===== src/rtl/stage_pkg.sv =====
// Shared pipeline-stage record, the bubble constructor and the optional trace printer.
// stage_print is compiled only when STAGE_FETCH_TRACE_EN is defined.
package stage_pkg;

    typedef struct packed {
        logic [31:0] pc;
        logic [31:0] instruction;
        logic [4:0]  rd;
        logic        rd_we;
        logic [31:0] result;
    } t_stage;

    function automatic t_stage stage_flush();
        t_stage s;
        s = '0;
        return s;
    endfunction

`ifdef STAGE_FETCH_TRACE_EN
    function automatic void stage_print(input string tag, input t_stage s);
        $display("%s: pc=%08h instr=%08h rd=%0d we=%0b res=%08h",
                 tag, s.pc, s.instruction, s.rd, s.rd_we, s.result);
    endfunction
`endif

endpackage


===== src/rtl/stage_fetch.sv =====
// Instruction fetch: PC, ready-handshake icache requests (1/cycle on hits), one-entry stall buffer, redirects incl. mid-miss.
// Latency: a completed fetch reaches stage_if on the completion edge; a stalled completion parks in the buffer and is released on unstall.
// Backpressure: stall freezes stage_if; no request is issued while the buffer is full. Trace printing: define STAGE_FETCH_TRACE_EN.
module stage_fetch
    import stage_pkg::*;
#(
    parameter logic [31:0] RESET_PC = 32'h0000_0000,
    parameter logic [31:0] PC_STEP  = 32'd4
) (
    input  logic        clock,
    input  logic        reset,
    input  logic        stall,
    input  logic        redirect,
    input  logic [31:0] redirect_pc,
    output logic        imem_req,
    output logic [31:0] imem_addr,
    input  logic        imem_ready,
    input  logic [31:0] imem_data,
    output t_stage      stage_if
);

    typedef enum logic [1:0] {
        S_IDLE,
        S_REQ,
        S_HOLD,
        S_DROP
    } t_state;

    t_state      state, state_nxt;
    logic [31:0] pc, pc_nxt;
    logic [31:0] pend_pc, pend_pc_nxt;
    logic        imem_req_nxt;
    logic [31:0] imem_addr_nxt;
    t_stage      stage_if_nxt;
    t_stage      buf_q, buf_nxt;
    t_stage      fetched;
    logic        done;

    always_ff @(posedge clock) begin
        if (reset) begin
            state     <= S_IDLE;
            pc        <= RESET_PC;
            pend_pc   <= RESET_PC;
            imem_req  <= 1'b0;
            imem_addr <= RESET_PC;
            stage_if  <= stage_flush();
            buf_q     <= stage_flush();
        end else begin
            state     <= state_nxt;
            pc        <= pc_nxt;
            pend_pc   <= pend_pc_nxt;
            imem_req  <= imem_req_nxt;
            imem_addr <= imem_addr_nxt;
            stage_if  <= stage_if_nxt;
            buf_q     <= buf_nxt;
        end
    end

    always_comb begin
        state_nxt     = state;
        pc_nxt        = pc;
        pend_pc_nxt   = pend_pc;
        imem_req_nxt  = imem_req;
        imem_addr_nxt = imem_addr;
        stage_if_nxt  = stage_if;
        buf_nxt       = buf_q;
        done          = imem_req && imem_ready;

        fetched             = stage_flush();
        fetched.pc          = imem_addr;
        fetched.instruction = imem_data;

        case (state)
            S_IDLE: begin
                imem_req_nxt = 1'b1;
                state_nxt    = S_REQ;
                if (redirect) begin
                    pc_nxt        = redirect_pc;
                    imem_addr_nxt = redirect_pc;
                end else begin
                    imem_addr_nxt = pc;
                end
                if (!stall) stage_if_nxt = stage_flush();
            end

            S_REQ: begin
                if (redirect) begin
                    if (done) begin
                        pc_nxt        = redirect_pc;
                        imem_addr_nxt = redirect_pc;
                    end else begin
                        // The miss must still complete on the old address; its data is thrown away in DROP.
                        pend_pc_nxt = redirect_pc;
                        state_nxt   = S_DROP;
                    end
                    if (!stall) stage_if_nxt = stage_flush();
                end else if (done) begin
                    pc_nxt = pc + PC_STEP;
                    if (stall) begin
                        buf_nxt      = fetched;
                        imem_req_nxt = 1'b0;
                        state_nxt    = S_HOLD;
                    end else begin
                        stage_if_nxt  = fetched;
                        imem_addr_nxt = pc + PC_STEP;
                    end
                end else if (!stall) begin
                    stage_if_nxt = stage_flush();
                end
            end

            S_HOLD: begin
                if (redirect) begin
                    pc_nxt        = redirect_pc;
                    imem_addr_nxt = redirect_pc;
                    imem_req_nxt  = 1'b1;
                    buf_nxt       = stage_flush();
                    state_nxt     = S_REQ;
                    if (!stall) stage_if_nxt = stage_flush();
                end else if (!stall) begin
                    stage_if_nxt  = buf_q;
                    buf_nxt       = stage_flush();
                    imem_addr_nxt = pc;
                    imem_req_nxt  = 1'b1;
                    state_nxt     = S_REQ;
                end
            end

            S_DROP: begin
                if (redirect) pend_pc_nxt = redirect_pc;
                if (done) begin
                    pc_nxt        = redirect ? redirect_pc : pend_pc;
                    imem_addr_nxt = redirect ? redirect_pc : pend_pc;
                    state_nxt     = S_REQ;
                end
                if (!stall) stage_if_nxt = stage_flush();
            end

            default: begin
                state_nxt = S_IDLE;
            end
        endcase
    end

`ifdef STAGE_FETCH_TRACE_EN
    always @(negedge clock) begin
        if (!reset) begin
            stage_print("IF", stage_if);
            if (redirect) $display("IF redirect: pc %08h -> %08h", pc, redirect_pc);
        end
    end
`endif

endmodule

===== config.mk =====
export PLATFORM = sky130hd
export DESIGN_NAME = stage_fetch
export DESIGN_NICKNAME = d
export VERILOG_FILES = /design/src/rtl/stage_pkg.sv /design/src/rtl/stage_fetch.sv
export SDC_FILE = /design/constraint.sdc
export NUM_CORES = 1
export LEC_CHECK = 0
export CAP_MARGIN = 25
export CELL_PAD_IN_SITES_DETAIL_PLACEMENT = 2
export CELL_PAD_IN_SITES_GLOBAL_PLACEMENT = 2
export CORE_MARGIN = 4
export CORE_UTILIZATION = 30
export CTS_CLUSTER_DIAMETER = 80
export DETAILED_ROUTE_END_ITERATION = 8
export GPL_ROUTABILITY_DRIVEN = 0
export PLACE_DENSITY = 0.75
export SYNTH_ARGS = -nofsm -noshare
export SYNTH_HDL_FRONTEND = slang
export SYNTH_SLANG_ARGS = --single-unit

===== constraint.sdc =====
create_clock -name clock -period 2.5 [get_ports clock]
set_input_delay 0.375 -clock clock [delete_from_list [all_inputs] [get_ports clock]]
set_output_delay 0.375 -clock clock [all_outputs]
set_load 0.01 [all_outputs]

# After elaboration in Yosys (flattened, before gate mapping)
# Cells that the tools add are included.
# classes
eq_ne,15
n_reduce_logical,14
shifts,0
addsub,1
muxes,43
order_cmp,0
div_mod_pow,0
n_mul,0
bitwise,0
# ops
operator,n
two-way mux 102 bit,11
two-way mux 32 bit,13
case mux 102 bit (3 select lines),1
case mux 102 bit (2 select lines),1
case mux 32 bit (4 select lines),1
case mux 32 bit (3 select lines),1
case mux 32 bit (2 select lines),1
adder 32 x 3 -> 32 bit (second input constant),1
!= test 3 bit (second input constant),5
AND reduction 5 bit,3
two-way mux 2 bit,7
!= test 2 bit (second input constant),6
case mux 2 bit (4 select lines),1
two-way mux 1 bit,5
== test 2 bit (second input constant),2
!= test 4 bit (second input constant),1
AND reduction 2 bit,2
AND reduction 4 bit,1
nonzero test 2 bit,2
OR reduction 2 bit,2
case mux 1 bit (3 select lines),1
AND reduction 3 bit,1
nonzero test 3 bit,1
== test 2 x 1 -> 1 bit (second input constant),1
2 further kinds,2
# word_totals
ff_bits,303
ram_bits,0
romBits,0
in_bits,69
mem_count,0
latchBits,0
out_inout_bits,135

# Longest topological paths before layout
# Gate-level depths: netlist of run 1.
# depth
ltp_word,5
depth_mapped,10

# Least setup slack after synthesis of run 1
# No wires, ideal clock.
# synth_path
kind,flip-flop to flip-flop
startpoint,register state[0]
endpoint,register pc[7]
required_ns,2.368
path_buffers,3
arrival_ns,2.025
stages_incl_launch_ff,11
path_slack_ns,0.344
synth_period_minus_slack_ns,2.156
path_cell_list,dfxtp_1 -> inv_1 -> ha_1 -> buf_2 -> or2_1 -> clkbuf_1 -> o21a_1 -> nor2b_1 -> buf_2 -> a2111oi_0 -> nor3_1
# synth_via
elab_chain_len,3
# synth_rtl
item,line,text
start: declaration,stage_fetch.sv:29,"t_state state, state_nxt;"
start signal: assignment,stage_fetch.sv:49,state <= state_nxt;
"== test 2 bit, or another cell as far along",stage_fetch.sv:73,case (state)
OR reduction 2 bit (no line) / != test 2 bit (equally long branches),n/a,
case mux 32 bit (3 select lines) / AND reduction 2 bit (equally long branches),n/a,
end signal: assignment,stage_fetch.sv:50,pc <= pc_nxt;
end: declaration,stage_fetch.sv:30,"logic [31:0] pc, pc_nxt;"
# Several ways; a longest one is shown, not always the timed one.
# A chain may end at the register's enable or synchronous reset.

# Worst setup path after layout of run 1
# layout_path
startpoint,register pc[5]
endpoint,register pc[20]
# layout_via
elab_chain_len,4
# layout_rtl
item,line,text
adder 32 x 3 -> 32 bit,stage_fetch.sv:98,pc_nxt = pc + PC_STEP;
two-way mux 32 bit,stage_fetch.sv:97,end else if (done) begin
two-way mux 32 bit,stage_fetch.sv:87,if (redirect) begin
case mux 32 bit (3 select lines),stage_fetch.sv:73,
# No other way between the ends. The select of a mux whose other input is x is not followed.

==> results of run 1 <==
## layout by cell type, fill, tap and decap left out, drive strengths merged, types with 5 or more instances in the layout
master,Yosys,routed
mux2i,32,32
a211oi,22,22
nor3,18,18
mux2,6,6
buf,52,85
a22o,64,64
inv,16,17
clkbuf,107,54
o311a,5,5
a22oi,74,74
ha,5,5
a221oi,12,12
a21boi,5,5
nand4,14,14
nand3,37,37
or3,5,5
nor4,7,7
xor2,6,6
nor3b,63,63
o311ai,9,9
nand2,129,129
o21ai,33,33
a311oi,33,33
o31a,5,5
nand2b,33,33
and2,41,41
a21oi,69,69
nor2b,6,6
xnor2,8,8
o22ai,9,9
nor2,207,207
a31oi,67,67
clkdlybuf4s50,0,201
dfxtp,265,265
o211ai,16,16
## flip-flops by register name, summed over array words and instances, names as in the netlist
| register | count |
|---|---|
| state | 2 |
| imem_req | 1 |
| stage_if | 102 |
| pend_pc | 32 |
| buf_q | 64 |
| pc | 32 |
| imem_addr | 32 |
## kinds of logic (layout without fill, tap and decap cells)
group,count (synthesis),count (layout),synth area share [%]
AND/OR/NAND/NOR,576,576,22.3
XOR/XNOR,14,14,0.966
other,0,2,0
AO/OA/AOI/OAI,456,456,25.9
flip-flops,265,265,41.8
adder cells (fa/ha/maj),5,5,0.493
buffers and inverters,175,364,5.51
multiplexers,38,38,3.05
## through the flow
step | std cells | total power (W) | util [%] | hold WS (ps)
after global routing | 2259 | 0.0140 | 40.2 | 263
after detailed placement | 2195 | 0.00826 | 37.4 | 444
after CTS | 2257 | 0.0135 | 40.2 | 221
after floorplan | 1529 | 0.00667 | - | 434
after global placement | 2195 | 0.00813 | 37.4 | 439
final | 2259 | 0.0133 | 40.2 | 241
## worst paths after layout
path / start / endpoint / depth (start not counted)
worst max-delay path: pc[5] / pc[20] / 5
worst min-delay path: reset / buf_q[99] / 2
worst max register to register: pc[5] / pc[20] / 5
worst min register to register: stage_if[16] / stage_if[16] / 1
## metal layers
metal / vias to the layer above / wire length, µm / GRT usage [%]
met4: 0 / 1170 / 6.25
li1: 5911 / - / -
met1: 6413 / 23500 / 29.6
met3: 74 / 1980 / 2.66
met5: - / 0 / 0
met2: 246 / 24000 / 36.1
## Yosys cell counts, drive strengths merged, types with 16 or more instances
cell and n:
nor2 207, mux2i 32, a22o 64, dfxtp 265, nor3 18, clkbuf 107
nor3b 63, nand2b 33, nand3 37, a31oi 67, o21ai 33, nand2 129
and2 41, a211oi 22, buf 52, inv 16, o211ai 16, a21oi 69
a22oi 74, a311oi 33
## area by class of cell
| class | instances | area share, % |
|---|---|---|
| diodes | 2 | 0.0297 |
| multi-input cells | 1089 | 40.1 |
| clock inverters | 8 | 0.677 |
| repair buffers | 286 | 17.0 |
| inverters | 16 | 0.357 |
| well taps | 539 | 4.01 |
| clock buffers | 54 | 6.23 |
| flip-flops and latches | 265 | 31.5 |
## what timing repair did
action                     4_1_cts  5_1_grt
resized for setup                0        2
setup buffers                    0        0
setup endpoints to repair        0        2
## power by group through the flow
stage | Clock (W) | Sequential, W | Combinational [W]
detailed placement | 0 | 0.00512 | 0.00314
global route | 0.00546 | 0.00508 | 0.00344
CTS | 0.00530 | 0.00503 | 0.00317
global placement | 0 | 0.00509 | 0.00304
finish | 0.00514 | 0.00503 | 0.00314
floorplan | 0 | 0.00492 | 0.00175
==> flow_metrics.py, run 1 <==
metrics = {
    "synth": {
        "synthArstFlopShare_pct": 0,
        "yosysUniqueCellTypes": 67,
        "synth_top_area_share_pct": 41.8,
        "ys_seq_elements": 265,
        "synth_largest_area_cell": "dfxtp_1",
        "yosys_warnings": 0,
        "synth_area_leaders": "dfxtp_1, nor2_1, a22o_1",
        "synth_edf_count": 0,
        "synth_top_flop_cell": "dfxtp_1",
        "syn_area_um2": 12700,
        "ys_seq_area_share_pct": 41.8,
        "synth_nets": 1603,
        "synthCells": 1529,
        "syn_avg_cell_area_um2": 8.30,
    },
    "power_and_ir_drop": {
        "power_density_nw_per_um2": 791,
        "p_leak_nw": 5.94,
        "vdd_ir_drop_max_mv": 0.320,
        "power_frac_comb_pct": 23.6,
        "p_sw_share_pct": 32.8,
        "clockPowerShare_pct": 38.6,
        "p_int_w": 0.00895,
        "p_seq_share_pct": 37.8,
        "p_switching_w": 0.00436,
    },
    "sta": {
        "relSlewSlack_pct": 53.7,
        "rsz0062_at_grt": "false",
        "finalMaxSlewViolations": 0,
        "layout_setup_ws_ps": 193,
        "tightestPinTransition_ps": 684,
        "fin_crit_ps": 2310,
        "fmax_mhz": 433,
        "setup_viol": 0,
        "finClkSkew_ps": 22.7,
        "fin_crit_sh_pct": 92.3,
        "final_hold_viol_count": 0,
        "fin_setup_tns_ps": 0,
    },
    "worst_setup_path": {
        "crit_path_max_fanout": 8,
        "worst_path_dominant_cell_family": "compound AO/OA/AOI/OAI gates",
        "crit_chain": "nand4_2, or2_1, o31a_1, o311ai_1, a311oi_1",
        "r2r_setup_slack_ps": 190,
        "endpoint_kind": "flip-flop",
        "path_class": "reg2reg",
        "cp_slowest_stage_delay_ps": 480,
        "arrival_ps": 2700,
        "critPathRequiredTime_ps": 2890,
        "worstPathBufferInverterCount": 0,
        "slowest_stage": "dfxtp_1",
        "start_kind": "flip-flop",
    },
    "die": {
        "initial_core_util_pct": 30.3,
        "die_w_um": 214,
        "dieHeight_um": 214,
        "core-area_um2": 41900,
        "dieArea_um2": 45700,
        "rows": 75,
        "num_io_pins": 204,
    },
    "clock_network": {
        "clock_latency_ps": 550,
        "clock_path_buffers": 3,
        "hold_buffers": 0,
        "cts_buffers": 35,
        "cts-root-buf": "clkbuf_16",
        "cts_tree": "built",
        "clk_pin_slew_worst_paths_ps": 60,
        "ctsHtreeMaxLevel": 2,
        "clkSinkCount": 265,
    },
    "layout": {
        "finish.instance_area_um2": 16800,
        "fillers": 4635,
        "multi_input_area_um2": 6750,
        "drive_above_1_share_pct": 9.49,
        "nets": 1767,
        "seqCellArea_um2": 5310,
        "syn_to_final_growth_pct": 32.5,
    },
    "global_routing": {
        "antenna_found_initial": 2,
        "grt_max_degree": 92,
        "grt_overflow": 0,
        "grt_pass1_vias": 13200,
        "grt_usage_pct": 21.6,
        "grt_pass1_wl_um": 78700,
    },
    "route": {
        "drt-pass1-iter-count": 5,
        "routed_wl_um": 50700,
        "first_iter_violations": 643,
        "ant_nets": 0,
        "wl_per_cell_um": 22.4,
        "vias_per_cell": 5.60,
        "drc": 0,
        "vias": 12600,
    },
    "placed_design": {
        "place_area_um2": 15700,
        "place_ws_ps": 169,
        "hpwl_um": 34100,
        "portBuffers": 203,
    },
    "status": {
        "status": "finished clean",
    },
    "run": {
        "maxCapViolCount": 0,
    },
    "worst_hold_path": {
        "min_path_type": "in2reg",
    },
}
Note: power is estimated with default switching activity, not from simulation.
==> inputs of run 2 (changes only) <==
HOLD_SLACK_MARGIN = 0.1   (was not set)
==> results of run 2 <==
The final DEF is identical to that of run 1; final timing and power are the same.
==> inputs of run 3 (changes only) <==
CTS_CLUSTER_DIAMETER = 60   (was 80)
==> flow_metrics.py, run 3 (synthesized netlist as in run 1, its figures left out) <==
metrics = {
    "route": {
        "routed_wl_um": 51000,
        "vias_per_cell": 5.59,
        "vias": 12700,
        "drt-pass1-iter-count": 5,
        "first_iter_violations": 623,
        "drc": 0,
        "ant_nets": 0,
        "wl_per_cell_um": 22.5,
    },
    "die": {
        "num_io_pins": 204,
        "core-area_um2": 41900,
        "rows": 75,
        "dieHeight_um": 214,
        "dieArea_um2": 45700,
        "initial_core_util_pct": 30.3,
        "die_w_um": 214,
    },
    "global_routing": {
        "grt_overflow": 0,
        "grt_usage_pct": 21.7,
        "grt_pass1_vias": 13300,
        "antenna_found_initial": 2,
        "grt_pass1_wl_um": 78900,
        "grt_max_degree": 92,
    },
    "worst_setup_path": {
        "rr_endpoint": "imem_addr[31]",
        "critical_path.startpoint": "state[0]",
        "critPathRequiredTime_ps": 2960,
        "cp_slowest_stage_delay_ps": 430,
        "crit_path_max_fanout": 28,
        "cp_common_cell": "buf_12",
        "crit_chain": "inv_1, ha_2, buf_12, nor2_1, o21a_2, buf_12, o311a_1, a21oi_1, a211oi_2",
        "r2r_setup_slack_ps": 200,
        "slowest_stage": "o21a_2",
        "endpoint_kind": "flip-flop",
        "reg2reg_from": "state[0]",
        "r2r_cells": 9,
        "path_class": "reg2reg",
        "start_kind": "flip-flop",
        "arrival_ps": 2770,
    },
    "power_and_ir_drop": {
        "p_leak_nw": 5.96,
        "power_density_nw_per_um2": 796,
        "vdd_ir_drop_max_mv": 0.317,
    },
    "sta": {
        "fin_crit_ps": 2300,
        "fmax_mhz": 434,
        "fin_setup_tns_ps": 0,
        "final_hold_viol_count": 0,
        "setup_viol": 0,
        "tightestPinTransition_ps": 672,
        "relSlewSlack_pct": 54.6,
        "finalMaxSlewViolations": 0,
        "fin_crit_sh_pct": 92.1,
        "rsz0062_at_grt": "false",
        "whs_ps": 237,
        "finClkSkew_ps": 14.0,
    },
    "placed_design": {
        "portBuffers": 203,
        "hpwl_um": 34100,
    },
    "clock_network": {
        "clk_pin_slew_worst_paths_ps": 60,
        "clock_path_buffers": 3,
        "cts-root-buf": "clkbuf_16",
        "cts_tree": "built",
        "cts_buffers": 37,
        "clkSinkCount": 265,
        "post_cts_buffers": 0,
        "hold_buffers": 0,
        "clock_latency_ps": 550,
        "cts_resized": 0,
        "ctsHtreeMaxLevel": 2,
    },
    "layout": {
        "reg_top3": "stage_if: 102 flops, buf_q: 64 flops",
        "drive_above_1_share_pct": 9.77,
        "largest_reg_flops": 102,
        "layout_common_cells": "dfxtp_1, nor2_1, clkdlybuf4s50_1",
        "final_common_cell": "dfxtp_1",
        "largest-register": "stage_if",
        "nets": 1769,
        "syn_to_final_growth_pct": 32.8,
    },
    "run": {
        "maxCapViolCount": 0,
    },
    "status": {
        "status": "finished clean",
    },
    "worst_hold_path": {
        "worstHoldPathCells": 2,
        "min_to": "buf_q[99]",
        "min_path_type": "in2reg",
        "min_from": "reset",
    },
}
[run 3: changes by cell type in the layout (fill, tap and decap cells not counted), sizes merged]
cell	previous run	this run
bufinv	2	1
clkbuf	54	53
clkinv	3	7
diode	2	5
[run 3: final cells by class]
cell class	count	area [µm²]
Antenna cell	5	12.5
Clock buffer	53	1100
Clock inverter	11	100
Fill cell	4619	25000
Inverter	16	60.1
Multi-Input combinational cell	1089	6750
Sequential cell	265	5310
Tap cell	539	674
Timing Repair Buffer	286	2870
[run 3: worst max-delay path by stage]
stage	endpoint	depth (start not counted)
after floorplan	pc[7]	10
after global placement	stage_if[83]	6
after detailed placement	pc[30]	8
after CTS	pc[30]	8
after global routing	pc[30]	8
final	imem_addr[31]	9
[run 3: routing by layer]
metal | wire [µm] | up-vias | global-route usage (%)
met1 | 23900 | 6428 | 29.8
met3 | 1710 | 67 | 2.41
met2 | 24300 | 246 | 36.1
li1 | - | 5909 | -
met5 | 0 | - | 0
met4 | 1140 | 0 | 6.75
[run 3: through the flow]
step | power (W) | utilization [%] | cells | worst slack [ps] | area (µm²)
after global placement | 0.00813 | 37.4 | 2195 | 267 | 15700
after detailed placement | 0.00826 | 37.4 | 2195 | 169 | 15700
after global routing | 0.0141 | 40.3 | 2261 | 61.9 | 16900
after CTS | 0.0136 | 40.3 | 2259 | 161 | 16900
final | 0.0134 | 40.3 | 2264 | 196 | 16900
after floorplan | 0.00667 | - | 1529 | 344 | 12700
[run 3: critical path: cells and delay by family, from the launching register on]
kind	cells	cell delay, ps
and+or+nand+nor	1	300
buffers and inverters	3	480
DFF	1	380
adders and majority gates	1	220
AOI/OAI and AO/OA	4	810
[run 3: power breakdown]
group / switching, W / internal, W / leakage, nW
registers: 0.000498 / 0.00454 / 2.15
logic: 0.00184 / 0.00131 / 3.23
clock network: 0.00208 / 0.00316 / 0.586
